## config.mk

```make
export PLATFORM = sky130hd
export DESIGN_NAME = biu_ciclo_bus
export DESIGN_NICKNAME = d
export VERILOG_FILES = /design/src/rtl/biu_pkg.sv /design/src/rtl/biu_alineador.sv /design/src/rtl/biu_ciclo_bus.sv
export SDC_FILE = /design/constraint.sdc
export NUM_CORES = 1
export LEC_CHECK = 0
export CORE_ASPECT_RATIO = 0.5
export CORE_MARGIN = 1
export CORE_UTILIZATION = 40
export CTS_CLUSTER_SIZE = 28
export DETAILED_ROUTE_END_ITERATION = 8
export GPL_TIMING_DRIVEN = 0
export PLACE_DENSITY_LB_ADDON = 0.05
export REMOVE_ABC_BUFFERS = 1
export SLEW_MARGIN = 15
export SYNTH_ARGS = -nofsm -noshare
export SYNTH_HDL_FRONTEND = slang
export SYNTH_SLANG_ARGS = --single-unit
```

## constraint.sdc

```tcl
create_clock -name CLK -period 7 [get_ports CLK]
set_input_delay 0.7 -clock CLK [delete_from_list [all_inputs] [get_ports CLK]]
set_output_delay 0.7 -clock CLK [all_outputs]
set_load 0.02 [all_outputs]
```

## src/rtl/biu_pkg.sv

```systemverilog
// biu_pkg: shared widths, bus-cycle state encoding and byte-lane names for the
// biu_ciclo_bus bus interface unit.
package biu_pkg;

    localparam int ADDR_W = 20;
    localparam int DATA_W = 16;
    localparam int WCNT_W = 8;

    typedef enum logic [2:0] {
        ST_IDLE = 3'd0,
        ST_T1   = 3'd1,
        ST_T2   = 3'd2,
        ST_T3   = 3'd3,
        ST_TW   = 3'd4,
        ST_T4   = 3'd5
    } state_e;

    typedef enum logic [1:0] {
        LANE_LO   = 2'd0,
        LANE_HI   = 2'd1,
        LANE_BOTH = 2'd2
    } lane_e;

endpackage

```

## src/rtl/biu_alineador.sv

```systemverilog
// biu_alineador: combinational byte-lane steering for one bus sub-cycle
// (BHE_N, write-data placement, read-data extraction).
module biu_alineador
    import biu_pkg::*;
(
    input  logic              i_a0,
    input  logic              i_word,
    input  logic              i_sub,
    input  logic [DATA_W-1:0] i_wdata,
    input  logic [DATA_W-1:0] i_din,
    output logic              o_bhe_n,
    output logic [DATA_W-1:0] o_dout,
    output logic [DATA_W-1:0] o_rdata
);

    lane_e      w_lane;
    logic [7:0] w_wbyte;

    // A split word uses the odd (high) lane first, then the even (low) lane.
    always_comb begin
        w_lane = LANE_LO;
        if (i_word && i_a0) begin
            if (i_sub) w_lane = LANE_LO;
            else       w_lane = LANE_HI;
        end else if (i_word) begin
            w_lane = LANE_BOTH;
        end else if (i_a0) begin
            w_lane = LANE_HI;
        end else begin
            w_lane = LANE_LO;
        end
    end

    assign w_wbyte = (i_word && i_sub) ? i_wdata[15:8] : i_wdata[7:0];

    // Lane-dependent strobes and data placement.
    always_comb begin
        o_bhe_n = 1'b1;
        o_dout  = {DATA_W{1'b0}};
        o_rdata = {DATA_W{1'b0}};
        case (w_lane)
            LANE_BOTH: begin
                o_bhe_n = 1'b0;
                o_dout  = i_wdata;
                o_rdata = i_din;
            end
            LANE_HI: begin
                o_bhe_n = 1'b0;
                o_dout  = {w_wbyte, 8'h00};
                o_rdata = {8'h00, i_din[15:8]};
            end
            LANE_LO: begin
                o_bhe_n = 1'b1;
                o_dout  = {8'h00, w_wbyte};
                o_rdata = {8'h00, i_din[7:0]};
            end
            default: begin
                o_bhe_n = 1'b1;
                o_dout  = {DATA_W{1'b0}};
                o_rdata = {DATA_W{1'b0}};
            end
        endcase
    end

endmodule

```

## src/rtl/biu_ciclo_bus.sv

```systemverilog
// biu_ciclo_bus: 8086-style T1..T4/TW memory bus cycle sequencer.
// Optional macro BUS_TIMEOUT_EN bounds wait states to MAX_WAIT and flags ERR.
module biu_ciclo_bus
    import biu_pkg::*;
#(
    parameter int MAX_WAIT = 15
) (
    input  logic              CLK,
    input  logic              RST,
    input  logic              REQ,
    input  logic              WE,
    input  logic              WORD,
    input  logic [ADDR_W-1:0] ADDR,
    input  logic [DATA_W-1:0] WDATA,
    output logic              BUSY,
    output logic              DONE,
    output logic [DATA_W-1:0] RDATA,
    output logic              ERR,
    output logic [ADDR_W-1:0] A,
    output logic              ALE,
    output logic              BHE_N,
    output logic              RD_N,
    output logic              WR_N,
    output logic [DATA_W-1:0] D_OUT,
    output logic              D_OE,
    input  logic [DATA_W-1:0] D_IN,
    input  logic              READY
);

    state_e            r_state, w_state_nxt;
    logic              r_we, r_word, r_a0, r_sub;
    logic [DATA_W-1:0] r_wdata, r_rdata, r_dout;
    logic [7:0]        r_lo;
    logic [ADDR_W-1:0] r_a;
    logic              r_busy, r_done, r_err, r_ale, r_bhe_n, r_rd_n, r_wr_n, r_oe;

    logic              w_idle, w_enter_t1, w_ready_hit, w_timeout, w_wait_max;
    logic              w_split, w_last, w_strobe_nxt;
    logic              w_a0_al, w_word_al, w_sub_al, w_we_al, w_bhe_n;
    logic [DATA_W-1:0] w_wdata_al, w_dout, w_rd;
    logic [ADDR_W-1:0] w_a_nxt;

`ifdef BUS_TIMEOUT_EN
    localparam logic [WCNT_W-1:0] MAX_WAIT_C = WCNT_W'(MAX_WAIT);
    logic [WCNT_W-1:0] r_wait_cnt;

    // Wait counter holds the number of the TW state currently in progress.
    always_ff @(posedge CLK or posedge RST) begin
        if (RST)                   r_wait_cnt <= 8'd0;
        else if (r_state == ST_T3) r_wait_cnt <= 8'd1;
        else if (r_state == ST_TW) r_wait_cnt <= r_wait_cnt + 8'd1;
        else                       r_wait_cnt <= r_wait_cnt;
    end

    assign w_wait_max = (r_state == ST_TW) && (r_wait_cnt == MAX_WAIT_C);
`else
    logic w_unused_param;
    assign w_unused_param = (MAX_WAIT > 0);
    assign w_wait_max     = 1'b0;
`endif

    // In IDLE the lane steering looks at the live request so T1 can be loaded on accept.
    assign w_idle     = (r_state == ST_IDLE);
    assign w_a0_al    = w_idle ? ADDR[0] : r_a0;
    assign w_word_al  = w_idle ? WORD    : r_word;
    assign w_we_al    = w_idle ? WE      : r_we;
    assign w_wdata_al = w_idle ? WDATA   : r_wdata;
    assign w_sub_al   = (r_state == ST_T4) ? 1'b1 : (w_idle ? 1'b0 : r_sub);
    assign w_a_nxt    = w_idle ? ADDR : (r_a + 20'd1);
    assign w_split    = r_word & r_a0;
    assign w_last     = ~w_split | r_sub | w_timeout;
    assign w_enter_t1 = (w_state_nxt == ST_T1) && (r_state != ST_T1);
    assign w_strobe_nxt = (w_state_nxt == ST_T2) || (w_state_nxt == ST_T3) ||
                          (w_state_nxt == ST_TW) || (w_state_nxt == ST_T4);

    biu_alineador u_alineador (
        .i_a0    (w_a0_al),
        .i_word  (w_word_al),
        .i_sub   (w_sub_al),
        .i_wdata (w_wdata_al),
        .i_din   (D_IN),
        .o_bhe_n (w_bhe_n),
        .o_dout  (w_dout),
        .o_rdata (w_rd)
    );

    // Next-state logic.
    always_comb begin
        w_state_nxt = r_state;
        w_ready_hit = 1'b0;
        w_timeout   = 1'b0;
        case (r_state)
            ST_IDLE: begin
                if (REQ) w_state_nxt = ST_T1;
                else     w_state_nxt = ST_IDLE;
            end
            ST_T1: w_state_nxt = ST_T2;
            ST_T2: w_state_nxt = ST_T3;
            ST_T3: begin
                if (READY) begin
                    w_state_nxt = ST_T4;
                    w_ready_hit = 1'b1;
                end else begin
                    w_state_nxt = ST_TW;
                end
            end
            ST_TW: begin
                if (READY) begin
                    w_state_nxt = ST_T4;
                    w_ready_hit = 1'b1;
                end else if (w_wait_max) begin
                    w_state_nxt = ST_T4;
                    w_timeout   = 1'b1;
                end else begin
                    w_state_nxt = ST_TW;
                end
            end
            ST_T4: begin
                if (r_done) w_state_nxt = ST_IDLE;
                else        w_state_nxt = ST_T1;
            end
            default: w_state_nxt = ST_IDLE;
        endcase
    end

    // State register.
    always_ff @(posedge CLK or posedge RST) begin
        if (RST) r_state <= ST_IDLE;
        else     r_state <= w_state_nxt;
    end

    // Request latch and sub-cycle index.
    always_ff @(posedge CLK or posedge RST) begin
        if (RST) begin
            r_we    <= 1'b0;
            r_word  <= 1'b0;
            r_a0    <= 1'b0;
            r_wdata <= 16'h0000;
            r_sub   <= 1'b0;
        end else if (w_idle && REQ) begin
            r_we    <= WE;
            r_word  <= WORD;
            r_a0    <= ADDR[0];
            r_wdata <= WDATA;
            r_sub   <= 1'b0;
        end else if ((r_state == ST_T4) && !r_done) begin
            r_sub   <= 1'b1;
        end else begin
            r_sub   <= r_sub;
        end
    end

    // Bus pins: address/lane loaded on T1 entry, strobes span T2 through T4.
    always_ff @(posedge CLK or posedge RST) begin
        if (RST) begin
            r_a     <= 20'h00000;
            r_bhe_n <= 1'b1;
            r_dout  <= 16'h0000;
            r_ale   <= 1'b0;
            r_rd_n  <= 1'b1;
            r_wr_n  <= 1'b1;
            r_oe    <= 1'b0;
        end else begin
            if (w_enter_t1) begin
                r_a     <= w_a_nxt;
                r_bhe_n <= w_bhe_n;
                if (w_we_al) r_dout <= w_dout;
                else         r_dout <= r_dout;
            end else begin
                r_a     <= r_a;
                r_bhe_n <= r_bhe_n;
                r_dout  <= r_dout;
            end
            r_ale  <= (w_state_nxt == ST_T1);
            r_rd_n <= ~(w_strobe_nxt & ~r_we);
            r_wr_n <= ~(w_strobe_nxt & r_we);
            r_oe   <= w_strobe_nxt & r_we;
        end
    end

    // Handshake towards the execution side.
    always_ff @(posedge CLK or posedge RST) begin
        if (RST) begin
            r_busy <= 1'b0;
            r_done <= 1'b0;
            r_err  <= 1'b0;
        end else begin
            r_busy <= (w_state_nxt != ST_IDLE);
            r_done <= (w_state_nxt == ST_T4) && w_last;
            r_err  <= (w_state_nxt == ST_T4) && w_timeout;
        end
    end

    // Read capture; the first half of a split word waits in r_lo.
    always_ff @(posedge CLK or posedge RST) begin
        if (RST) begin
            r_lo    <= 8'h00;
            r_rdata <= 16'h0000;
        end else if (w_ready_hit && !r_we) begin
            if (w_split && !r_sub) r_lo    <= w_rd[7:0];
            else if (w_split)      r_rdata <= {w_rd[7:0], r_lo};
            else                   r_rdata <= w_rd;
        end else begin
            r_lo    <= r_lo;
            r_rdata <= r_rdata;
        end
    end

    assign BUSY  = r_busy;
    assign DONE  = r_done;
    assign ERR   = r_err;
    assign RDATA = r_rdata;
    assign A     = r_a;
    assign ALE   = r_ale;
    assign BHE_N = r_bhe_n;
    assign RD_N  = r_rd_n;
    assign WR_N  = r_wr_n;
    assign D_OUT = r_dout;
    assign D_OE  = r_oe;

endmodule

```

==> run metrics <==
Mean Syn Cell Area slightly above 9 µm²; fin nets 688; Synth Cell Area around 5000 µm²; post-route cell area 6551 µm²; Clock Latency Late Sink 0.34 ns; Setup Fix Bufs, Post-CTS 0; Hold Crit Endpoint WR_N; max_slew headroom 31.67%; Ys Warns 0; CTS buffer count 9; Reg2Reg Depth 9; clk_skew 0.009858 ns; #FFs+latches synth 90; PostCTS Resize Cnt 0; largest net degree at the start of global routing 77; DR vias 4389; clock network power share 15.0%; top_reg_cell synth dfrtp_1; unrepaired setup endpoints after global routing no; Clock Tree Buf Depth 2; Final HPWL DP 8717 µm; row count 28; CP Max Fanout 25; post-synthesis sequential area ratio 45.06%; post-layout minimum cycle time 3.593 ns; Area Growth Syn to Fin 30.87%; Hold Vio Cnt, Final 0; Crit path arrival time approximately 3.8 ns; Die ar. 12990 µm²; CTS Hold Bufs 0; worst hold stages 1; antenna violations before repair 0; Min-Delay Path Class flop to flop; Ant. Diodes 0; post-route clock period utilization between 50% and 60%; DRC Markers 0; Slew Limit Fails 0; Distinct cells, synth 54; Internal 0.001878 W; vias per cell 5.521; global-route wire length before repair ~22000 µm; largest cells by area after synthesis dfrtp_1, mux2_2, nand2_1, o21ai_0, a21oi_1; f_max between 200 and 300 MHz; post-detailed-routing wire length 13420 µm; maxcap violations 0; Clock Root Buffer clkbuf_16; CTS tree yes; remaining global-route overflow 0; r2r startpoint r_state[1]; clock sinks 90; share of Yosys cell area claimed by the top area cell type 43.49%; Crit. End Element flop; Synth Instances 535; input/output buffers 116; HP Start r_we; Die W 160.2 µm; VDD IR-drop max approximately 0.25 mV; R2R Setup Slk 3.41 ns; leakage power 2.635 nW; final setup vio count 0; clk slew on worst S/H paths 0.07 ns; P_sw 0.001455 W; area leader, netlist dfrtp_1; share of layout cells above drive strength 1 about 13%; Routability Congestion 0.8059; reg2reg end r_lo[3]; Post-DP Area 6248 µm²; core area 12020 µm²; vias in the first global route 4086; routed len/inst 16.87 µm; DR pass1 iterations 4; Pwr Density 508.9 nW/µm²; aggregate global-route resource usage 21.39%; H-tree lvl count 3; Post-synth EDFFs 0; Worst EP required around 7.2 ns; fin util 54.52%; Post-synth ARST share 100.0%; Setup CP Type flop to flop; Die Y 81.11 µm; startpoint types flop; sequential share of power 30.1%; antenna-violating nets left 0; Fill cells roughly 1100; Slew @ Worst Pin about 1 ns; drt initial violations 245; Logic pwr share 54.9%; total negative slack 0 ns; status complete, no violations; switching part of the total 43.65%; IO Count ~120; Initial Utilization 41.66%
## stage by stage
stage	setup slack, ns	total power (W)	hold WS (ns)	instances
floorplan	3.842	0.002131	0.4110	493
global placement	2.319	0.002792	0.4616	774
detailed placement	3.413	0.002841	0.4700	779
CTS	3.372	0.003358	0.4841	795
global route	3.084	0.003593	0.4948	795
finish	3.407	0.003334	0.4734	795
## layer usage
layer	vias to the layer above	GRT usage, %	share of wire, %
met4	0	4.381	0.61
met5	-	0	0
met1	2107	28.54	50
li1	2147	-	-
met2	127	34.74	43
met3	8	6.333	6.5
## power groups by stage
stage	Sequential [W]	Combinational (W)	Clock (W)
after floorplan	0.00116	0.000975	0
after global placement	0.00101	0.00178	0
after detailed placement	0.00101	0.00183	0
after CTS	0.00100	0.00184	0.000514
after global routing	0.00104	0.00201	0.000535
final	0.00100	0.00183	0.000500
## layout make-up
type / count / area (µm²) / area share, %
inverter: 11 / 43.79 / 0.6684
clock buffer: 9 / 225.2 / 3.438
timing repair buffer: 121 / 1245 / 19.00
clock inverter: 7 / 77.57 / 1.184
multi-input combinational: 392 / 2497 / 38.12
tap: 165 / 206.4 / 3.151
sequential: 90 / 2256 / 34.43
## state kept, by name (all words and copies together), names as in the netlist, 3 cells and up
name,cells
r_state,3
r_lo,8
D_OUT,16
RDATA,16
r_wdata,16
A,20
## worst max path at each step
stage,end,startpoint,slack [ns]
6_report,r_lo[3],r_state[1],3.41
3_3_place_gp,RDATA[15],RST,2.32
4_1_cts,RDATA[8],r_state[1],3.37
3_5_place_dp,RDATA[8],r_state[1],3.41
5_1_grt,RDATA[8],r_state[1],3.08
2_1_floorplan,RDATA[10],r_state[1],3.84
## kinds of logic (layout without fill, tap and decap cells)
kind of cell | after synthesis | count (layout) | synth area share (%)
compound gates | 176 | 176 | 23.32
simple gates | 167 | 167 | 15.47
flops | 90 | 90 | 45.06
buf+inv | 53 | 148 | 5.223
mux | 42 | 42 | 9.423
fa+ha+maj | 5 | 5 | 1.250
other cells | 1 | 1 | 0.07491
xor+xnor | 1 | 1 | 0.1750
## critical path: stages, from the launching register on
cell and delay, ns:
dfrtp_1 0.52, o211ai_1 0.78, nand2_1 0.11, nor2_1 0.23, inv_1 0.09, ha_1 0.57, or2_2 0.54, a22oi_1 0.22
nor2_1 0.10, mux2_2 0.30
## cells in the mapped netlist, types with 2 or more instances
library cell  count
dfstp_2           3
clkbuf_1         20
o21ai_1           2
a41o_1            2
nand3_1          19
ha_1              5
or2_2             3
nand2b_1          3
a21oi_1          40
inv_1            11
o221a_2           2
and3_1           10
nand2_1          77
nor2_1           27
buf_2            11
nand4_1           2
o22ai_1          10
buf_4             7
buf_6             3
o21a_1            4
and4_1            3
o21ai_0          46
a2bb2oi_1         6
o211ai_1          9
nor3_1           11
a41oi_1           2
dfrtp_1          87
o22a_1            2
a31oi_1          18
a22oi_1           8
o31ai_1           3
nor3b_1           2
or3_1             3
o221a_1          14
mux2_2           41
## cells in the final DEF, fill, tap and decap left out, types with 3 or more instances in the layout
cell type / n
clkdlybuf4s50_1: 116
dfrtp_1: 87
nand2_1: 77
o21ai_0: 46
mux2_2: 41
a21oi_1: 40
nor2_1: 26
nand3_1: 19
a31oi_1: 18
o221a_1: 14
nor3_1: 11
inv_1: 10
o22ai_1: 10
and3_1: 10
o211ai_1: 9
clkbuf_16: 9
a22oi_1: 8
a2bb2oi_1: 6
ha_1: 5
o21a_1: 4
dfstp_2: 3
or2_2: 3
nand2b_1: 3
and4_1: 3
or3_1: 3
o31ai_1: 3
buf_8: 3
(Power assumes the default switching activity.)
